$ cat config.mk
export PLATFORM = sky130hd
export DESIGN_NAME = wsp_sequencer
export DESIGN_NICKNAME = d
export VERILOG_FILES = /design/src/rtl/wsp_pkg.sv /design/src/rtl/wsp_bit_counter.sv /design/src/rtl/wsp_sequencer.sv
export SDC_FILE = /design/constraint.sdc
export NUM_CORES = 1
export LEC_CHECK = 0
export ABC_AREA = 1
export CORE_MARGIN = 4
export CORE_UTILIZATION = 47
export CTS_CLUSTER_SIZE = 10
export DETAILED_ROUTE_END_ITERATION = 8
export PLACE_DENSITY = 0.8
export REMOVE_ABC_BUFFERS = 1
export SETUP_SLACK_MARGIN = 0.05
export SKIP_LAST_GASP = 1
export SYNTH_ARGS = -nofsm -noshare
export SYNTH_HDL_FRONTEND = slang
export SYNTH_SLANG_ARGS = --single-unit
export TNS_END_PERCENT = 10
$ cat constraint.sdc
create_clock -name WRCK -period 1.7 [get_ports WRCK]
set_clock_uncertainty 0.05 [all_clocks]
set_input_delay 0.425 -clock WRCK [delete_from_list [all_inputs] [get_ports WRCK]]
set_output_delay 0.425 -clock WRCK [all_outputs]
set_load 0.005 [all_outputs]
$ cat src/rtl/wsp_pkg.sv
// Shared types and constants for the IEEE 1500 serial-port sequencer.
// WIR opcodes are shared by the sequencer, the test controller and the benches.
package wsp_pkg;

  typedef enum logic [2:0] {
    ST_IDLE    = 3'd0,
    ST_SETUP   = 3'd1,
    ST_CAPTURE = 3'd2,
    ST_SHIFT   = 3'd3,
    ST_UPDATE  = 3'd4,
    ST_DONE    = 3'd5
  } wsp_state_t;

  localparam int WSP_WIR_LEN = 3;

  localparam logic [2:0] WIR_WS_BYPASS  = 3'b000;
  localparam logic [2:0] WIR_WS_EXTEST  = 3'b001;
  localparam logic [2:0] WIR_WS_INTEST  = 3'b010;
  localparam logic [2:0] WIR_WS_PRELOAD = 3'b101;

  // Opcodes that place the boundary register between WSI and WSO; all others select WBY.
  function automatic logic wir_selects_wbr(input logic [2:0] op);
    return (op == WIR_WS_EXTEST) || (op == WIR_WS_INTEST) || (op == WIR_WS_PRELOAD);
  endfunction

endpackage

$ cat src/rtl/wsp_bit_counter.sv
// Loadable down-counter tracking the remaining shift bits of one scan access.
// index counts up from 0 while the remaining count runs down to 1.
module wsp_bit_counter #(
  parameter int CNT_W = 6
) (
  input  logic             clk,
  input  logic             rst_n,
  input  logic             load,
  input  logic [CNT_W-1:0] load_val,
  input  logic             dec,
  output logic [CNT_W-1:0] index,
  output logic             last,
  output logic             zero
);

  logic [CNT_W-1:0] base_reg;
  logic [CNT_W-1:0] cnt_reg;

  always_ff @(posedge clk or negedge rst_n) begin
    if (!rst_n) begin
      base_reg <= '0;
      cnt_reg  <= '0;
    end else if (load) begin
      base_reg <= load_val;
      cnt_reg  <= load_val;
    end else if (dec && !zero) begin
      cnt_reg <= cnt_reg - CNT_W'(1);
    end
  end

  assign index = base_reg - cnt_reg;
  assign last  = (cnt_reg == CNT_W'(1));
  assign zero  = (cnt_reg == '0);

endmodule

$ cat src/rtl/wsp_sequencer.sv
// IEEE 1500 serial-port sequencer: turns one WIR or DR scan request into a
// SelectWIR/CaptureWR/ShiftWR/UpdateWR sequence and collects the WSO bits.
module wsp_sequencer
  import wsp_pkg::*;
#(
  parameter int WIR_LEN = WSP_WIR_LEN,
  parameter int DR_MAX  = 32,
  parameter int CNT_W   = $clog2(DR_MAX + 1)
) (
  input  logic              WRCK,
  input  logic              WRSTN,
  input  logic              req_valid,
  output logic              req_ready,
  input  logic              req_is_wir,
  input  logic [CNT_W-1:0]  req_len,
  input  logic [DR_MAX-1:0] req_data,
  output logic              rsp_valid,
  output logic [DR_MAX-1:0] rsp_data,
  output logic              SelectWIR,
  output logic              CaptureWR,
  output logic              ShiftWR,
  output logic              UpdateWR,
  output logic              wsi_out,
  input  logic              wso_in
);

  wsp_state_t        state_reg;
  wsp_state_t        state_next;
  logic              is_wir_reg;
  logic [DR_MAX-1:0] data_reg;
  logic [DR_MAX-1:0] rsp_data_reg;
  logic              ready_reg;
  logic              rsp_valid_reg;
  logic              select_reg;
  logic              capture_reg;
  logic              shift_reg;
  logic              update_reg;
  logic              wsi_reg;

  logic              accept;
  logic [CNT_W-1:0]  eff_len;
  logic [CNT_W-1:0]  bit_index;
  logic              bit_last;
  logic              bit_zero;
  logic              select_src;
  logic              in_frame_next;

  assign accept = req_valid && (state_reg == ST_IDLE);

  always_comb begin
    eff_len = req_len;
    if (req_is_wir) begin
      eff_len = CNT_W'(WIR_LEN);
    end else if (req_len > CNT_W'(DR_MAX)) begin
      eff_len = CNT_W'(DR_MAX);
    end
  end

  wsp_bit_counter #(
    .CNT_W (CNT_W)
  ) u_bit_counter (
    .clk      (WRCK),
    .rst_n    (WRSTN),
    .load     (accept),
    .load_val (eff_len),
    .dec      (state_reg == ST_SHIFT),
    .index    (bit_index),
    .last     (bit_last),
    .zero     (bit_zero)
  );

  always_comb begin
    state_next = state_reg;
    unique case (state_reg)
      ST_IDLE:    if (accept) state_next = ST_SETUP;
      ST_SETUP:   state_next = ST_CAPTURE;
      ST_CAPTURE: state_next = bit_zero ? ST_UPDATE : ST_SHIFT;
      ST_SHIFT:   if (bit_last) state_next = ST_UPDATE;
      ST_UPDATE:  state_next = ST_DONE;
      ST_DONE:    state_next = ST_IDLE;
      default:    state_next = ST_IDLE;
    endcase
  end

  // Outputs are registered from the next state so every wrapper control is a clean flop.
  assign select_src    = accept ? req_is_wir : is_wir_reg;
  assign in_frame_next = (state_next == ST_SETUP) || (state_next == ST_CAPTURE) ||
                         (state_next == ST_SHIFT) || (state_next == ST_UPDATE);

  always_ff @(posedge WRCK or negedge WRSTN) begin
    if (!WRSTN) begin
      state_reg     <= ST_IDLE;
      is_wir_reg    <= 1'b0;
      data_reg      <= '0;
      rsp_data_reg  <= '0;
      ready_reg     <= 1'b1;
      rsp_valid_reg <= 1'b0;
      select_reg    <= 1'b0;
      capture_reg   <= 1'b0;
      shift_reg     <= 1'b0;
      update_reg    <= 1'b0;
      wsi_reg       <= 1'b0;
    end else begin
      state_reg     <= state_next;
      ready_reg     <= (state_next == ST_IDLE);
      rsp_valid_reg <= (state_next == ST_DONE);
      select_reg    <= in_frame_next && select_src;
      capture_reg   <= (state_next == ST_CAPTURE);
      shift_reg     <= (state_next == ST_SHIFT);
      update_reg    <= (state_next == ST_UPDATE);
      wsi_reg       <= 1'b0;

      if (accept) begin
        is_wir_reg   <= req_is_wir;
        data_reg     <= req_data;
        rsp_data_reg <= '0;
      end else if (state_next == ST_SHIFT) begin
        // data_reg drains LSB-first so wsi_out is always the next bit to present.
        wsi_reg  <= data_reg[0];
        data_reg <= data_reg >> 1;
      end

      if (state_reg == ST_SHIFT) begin
        rsp_data_reg <= rsp_data_reg | (DR_MAX'(wso_in) << bit_index);
      end
    end
  end

  assign req_ready = ready_reg;
  assign rsp_valid = rsp_valid_reg;
  assign rsp_data  = rsp_data_reg;
  assign SelectWIR = select_reg;
  assign CaptureWR = capture_reg;
  assign ShiftWR   = shift_reg;
  assign UpdateWR  = update_reg;
  assign wsi_out   = wsi_reg;

endmodule

* Word-level counts from Yosys, hierarchy flattened
Index checks and enable logic that the tools add are counted.
W data, S select, Z words.
** Word-level totals
- Flip-flop bits (word level) :: 87
- Input bits :: 43
- Output and inout port bits :: 39
- Word-level logic and storage cells :: 56
** Cells by class
- Add/sub/neg operators :: 2
- Order comparisons :: 1
- Eq/ne operators :: 10
- Shift-type cells :: 1
- Mux-type cells :: 15
- Bitwise operators :: 1
- Reductions and logical operators :: 13
** Operator list (number)
- $mux W32 :: 4
- $or A32 B32 Y32 :: 1
- $shl A1 B6 Y32 :: 1
- $mux W6 :: 4
- $pmux W3 S5 :: 1
- $eq A3 B2 Y1 const B :: 4
- $eq A3 B3 Y1 const B :: 3
- $mux W3 :: 3
- $eq A3 B1 Y1 const B :: 2
- $eq A6 B1 Y1 const B :: 1
- $gt A6 B6 Y1 const B :: 1
- $logic_not A3 Y1 :: 2
- $logic_not A6 Y1 :: 1
- $reduce_bool A2 Y1 :: 3
- $sub A6 B1 Y6 const B :: 1
- $sub A6 B6 Y6 :: 1
- $logic_and A1 B1 Y1 :: 3
- $logic_or A1 B1 Y1 :: 3
- $mux W1 :: 3
- $logic_not A1 Y1 :: 1

* Depth between registers and ports, before layout
- Depth after elaboration :: 9
- Mapped depth :: 12
- Depth with buffers taken out :: 12

* Cells and area by module
Synthesis repeated with hierarchy kept, for this count alone.
** Unflattened totals
- Cell total of the unflattened synthesis :: 558
- Area total of the unflattened synthesis :: 4340.4 µm²
** By module, submodules not included
- wsp_sequencer :: times used 1, cells each 438, area an instance 3468.3 µm², seq. area each 1878.1 µm²
- wsp_bit_counter :: times used 1, cells each 120, area an instance 872.1 µm², seq. area each 300.3 µm²

* Least setup slack after synthesis
No wires, ideal clock.
- Path type :: reg2reg
- Start point :: reg u_bit_counter.base_reg[0]
- End point :: reg rsp_data_reg[23], in the netlist rsp_data[23]
- Arrival :: 1.723 ns
- Setup slack :: -0.138 ns
- Cell stages (with the launch flop) :: 13
- Period minus slack after synthesis :: 1.838 ns
- Cell sequence :: dfrtp_1 inv_1 ha_1 inv_1 fa_1 nand3_1 nand3_1 nand2_1 nand3_2 buf_2 nor2_1 nand2_1 nand2_1
** On the way
- Longest elaborated chain between the ends :: 4
** Ends and longest elaborated chain
- start: declaration :: RTL line wsp_bit_counter.sv:16 : logic [CNT_W-1:0] base_reg;
- start signal: assignment :: RTL line wsp_bit_counter.sv:24 : base_reg <= load_val;
- $sub A6 B6 Y6 :: RTL line wsp_bit_counter.sv:31 : assign index = base_reg - cnt_reg;
- $shl A1 B6 Y32 :: RTL line wsp_sequencer.sv:124 : rsp_data_reg <= rsp_data_reg | (DR_MAX'(wso_in) << bit_index);
- $or A32 B32 Y32 :: RTL line wsp_sequencer.sv:124
- $mux W32 :: RTL line wsp_sequencer.sv:123 : if (state_reg == ST_SHIFT) begin
- end signal: assignment :: RTL line wsp_sequencer.sv:124
- end: declaration :: RTL line wsp_sequencer.sv:31 : logic [DR_MAX-1:0] rsp_data_reg;
Every way passes these cells.
A chain may end at the register's enable or synchronous reset.

* Worst setup path after layout
- Start point :: reg u_bit_counter.base_reg[0]
- End point :: reg rsp_data_reg[18], in the netlist rsp_data[18]
The elaborated chain is that of the path after synthesis.

==> impl_metrics.ini <==
[sta]
finalSetupViolations = 94
maxSlewViolCount = 0
setup_ws_ns = -0.2726
relSlewSlack = 0.6789
fin_crit_ns = 1.973
fin_crit_sh = 1.160
rsz0062_at_grt = true
final.setup.tns_ns = -11.46
worst_pin_slew_ns = 0.4816
fmax_mhz = 507.0
finalHoldViolations = 0

[yosys]
ys_types = 30
synth_cells = 554
avgSynthCellArea_um2 = 7.907
seq_area_frac_synth = 0.4973
netlist_area_mm2 = 0.004380
ys_warn_count = 0
ys_ff_latch = 87

[drt]
firstDrtPassIters = 4
post_drt_wl_per_cell_um = 15.06
vias = 3998
first_iter_violations = 149
remaining_drc_errors = 0
antenna_left = 0
drt-total-wl_mm = 11.64
routed_via_density = 5.172

[critical_path]
r2r_start = u_bit_counter.base_reg[0]
ff2ff_setup_slack_ns = -0.27
r2r_end = rsp_data[18]
worst_path_max_delay_cell = fa_2
r2r_cells = 10
crit_fanout = 3
cp.required_ns = 1.95
end_kind = flip-flop
worstPathArrival_ns = 2.23
crit_start = u_bit_counter.base_reg[0]
crit_chain = inv_2, ha_4, inv_2, fa_2, nand3_4, nor2_4, nand3_1, nor2_1, nand2_1, nand2_1
max_stage_delay_ns = 0.60
path_class = reg2reg
crit_path_start_kind = flip-flop

[floorplan]
rows = 34
start_util = 0.4927
num_io_pins = 82
die_area_mm2 = 0.01093
coreArea_mm2 = 0.008891
die_w_um = 104.5
die_h_um = 104.5

[power_and_ir_drop]
p_per_area_mw_per_mm2 = 2201
leakage_nw = 2.810
peakVddDrop_mv = 1.295

[place]
dpl_cell_area_mm2 = 0.005545
numPortBuffers = 81
dpl_worst_slack_ns = -0.2559
dp_hpwl_mm = 7.463
gp_congestion = 0.8675

[cells_and_area]
fin_area_mm2 = 0.006116
antenna_cells = 0
synthToLayoutAreaGrowth_pct = 39.62
drive_above_1_share = 0.2150
nets = 712

[job]
maxCapViolCount = 0

[clock_tree]
cts_tree = built
ctsHoldBuffers = 0
clk_pin_slew_ns = 0.09
cts_buffers = 9
cts.sinks = 87
cts_buffer_depth = 2
clock_latency_ns = 0.36
h-tree-depth = 3
cts_root_buffer = clkbuf_8

[grt]
grt_max_degree = 88
grt_usage = 0.2083
grt_pass1_wl_mm = 18.87
antenna_found_initial = 0
overflow = 0
grt_pass1_vias = 3982

[worst_hold_path]
hold_path_class = in2async

[outcome]
violations = setup timing
outcome = finished with violations
## worst max-delay path: cells and delay by family, from the launching register on
family	cells	cell delay (ns)
and+or+nand+nor	6	0.63
buffers and inverters	2	0.12
DFF	1	0.38
adders and majority gates	2	0.73
## report_power, final
group          internal [mW]  switching, mW
clock                  0.770          0.785
combinational           3.68           4.83
sequential              2.92          0.472
## metal layers
layer	global-route usage	vias up	share of wire
li1	-	1985	-
met1	0.2725	1858	0.44
met2	0.3404	134	0.49
met3	0.04562	21	0.059
met4	0.07977	0	0.019
met5	0	-	0
## per-stage QoR
stage,hold slack (ns),power [mW],util,std cells
global placement,0.4133,9.821,0.6237,752
finish,0.02114,13.46,0.6879,773
CTS,0.03939,12.26,0.6642,770
detailed placement,0.4140,10.09,0.6237,752
global route,0.04639,14.47,0.6879,773
floorplan,0.07941,7.058,-,530
## repair_timing
item	in CTS	in global routing
cloned	1	2
hold endpoints to repair	0	0
setup buffers	1	1
pin swaps	12	8
setup endpoints to repair	108	110
gates resized for setup	27	36
## placed cells by master, fill, tap and decap left out, types with 2 or more instances in the layout
cell type | Yosys | final
clkbuf_8 | 0 | 11
nor2_1 | 55 | 43
nor2_2 | 2 | 8
o21ai_0 | 45 | 44
clkdlybuf4s50_1 | 0 | 80
dfrtp_1 | 86 | 86
nand2_2 | 2 | 9
a21oi_1 | 3 | 2
buf_12 | 0 | 9
nand2_1 | 178 | 170
inv_2 | 3 | 7
ha_1 | 8 | 4
buf_4 | 6 | 26
o21ai_1 | 30 | 31
ha_4 | 0 | 3
nand3_1 | 44 | 29
inv_1 | 27 | 23
nor2_4 | 0 | 6
nand4_1 | 3 | 3
nand3_4 | 0 | 7
clkbuf_16 | 0 | 2
nand2_4 | 1 | 2
clkinv_4 | 0 | 2
or2_2 | 29 | 29
nand3_2 | 4 | 12
## cell usage after synthesis
library cell,instances,area share
or2_2,29,0.041
o21ai_1,30,0.034
nand2_2,2,0.0029
buf_6,1,0.0026
nor2_1,55,0.047
dfrtp_1,86,0.49
nand2_4,1,0.0026
o21ai_0,45,0.051
dfstp_2,1,0.0060
clkbuf_1,2,0.0017
nand3b_1,1,0.0017
nor2_8,1,0.0046
or2_1,1,0.0014
buf_4,6,0.010
o22ai_1,1,0.0014
xnor2_1,1,0.0020
nand2_1,178,0.15
o211ai_1,1,0.0017
inv_2,3,0.0026
fa_1,1,0.0046
inv_1,27,0.023
nand4_1,3,0.0043
buf_2,15,0.017
nor2_2,2,0.0029
a21oi_1,3,0.0034
nand3_2,4,0.0091
nor3_1,1,0.0011
nand3_1,44,0.050
a21boi_0,1,0.0017
ha_1,8,0.023
## area by class of cell
class	instances	area, um^2
well taps	108	135.1
clock inverters	5	63.81
flip-flops and latches	87	2178
multi-input cells	413	2210
fillers	676	2775
repair buffers	119	1265
clock buffers	11	151.4
inverters	30	112.6
## logic make-up after synthesis
kind of cell | Yosys count | synth area share
compound gates | 81 | 0.09397
xor+xnor | 1 | 0.002000
fa+ha+maj | 9 | 0.02742
buf+inv | 54 | 0.05741
flops | 87 | 0.4973
simple gates | 322 | 0.3219
## how the worst max path moves through the flow
stage	endpoint	slack (ns)	depth (start not counted)
after floorplan	data_reg[0]	-0.74	6
after CTS	rsp_data[25]	-0.19	12
after detailed placement	rsp_data[26]	-0.26	12
final	rsp_data[18]	-0.27	10
after global placement	rsp_data[10]	-0.18	12
after global routing	rsp_data[26]	-0.42	10
Power figures use the tool's default switching activity.
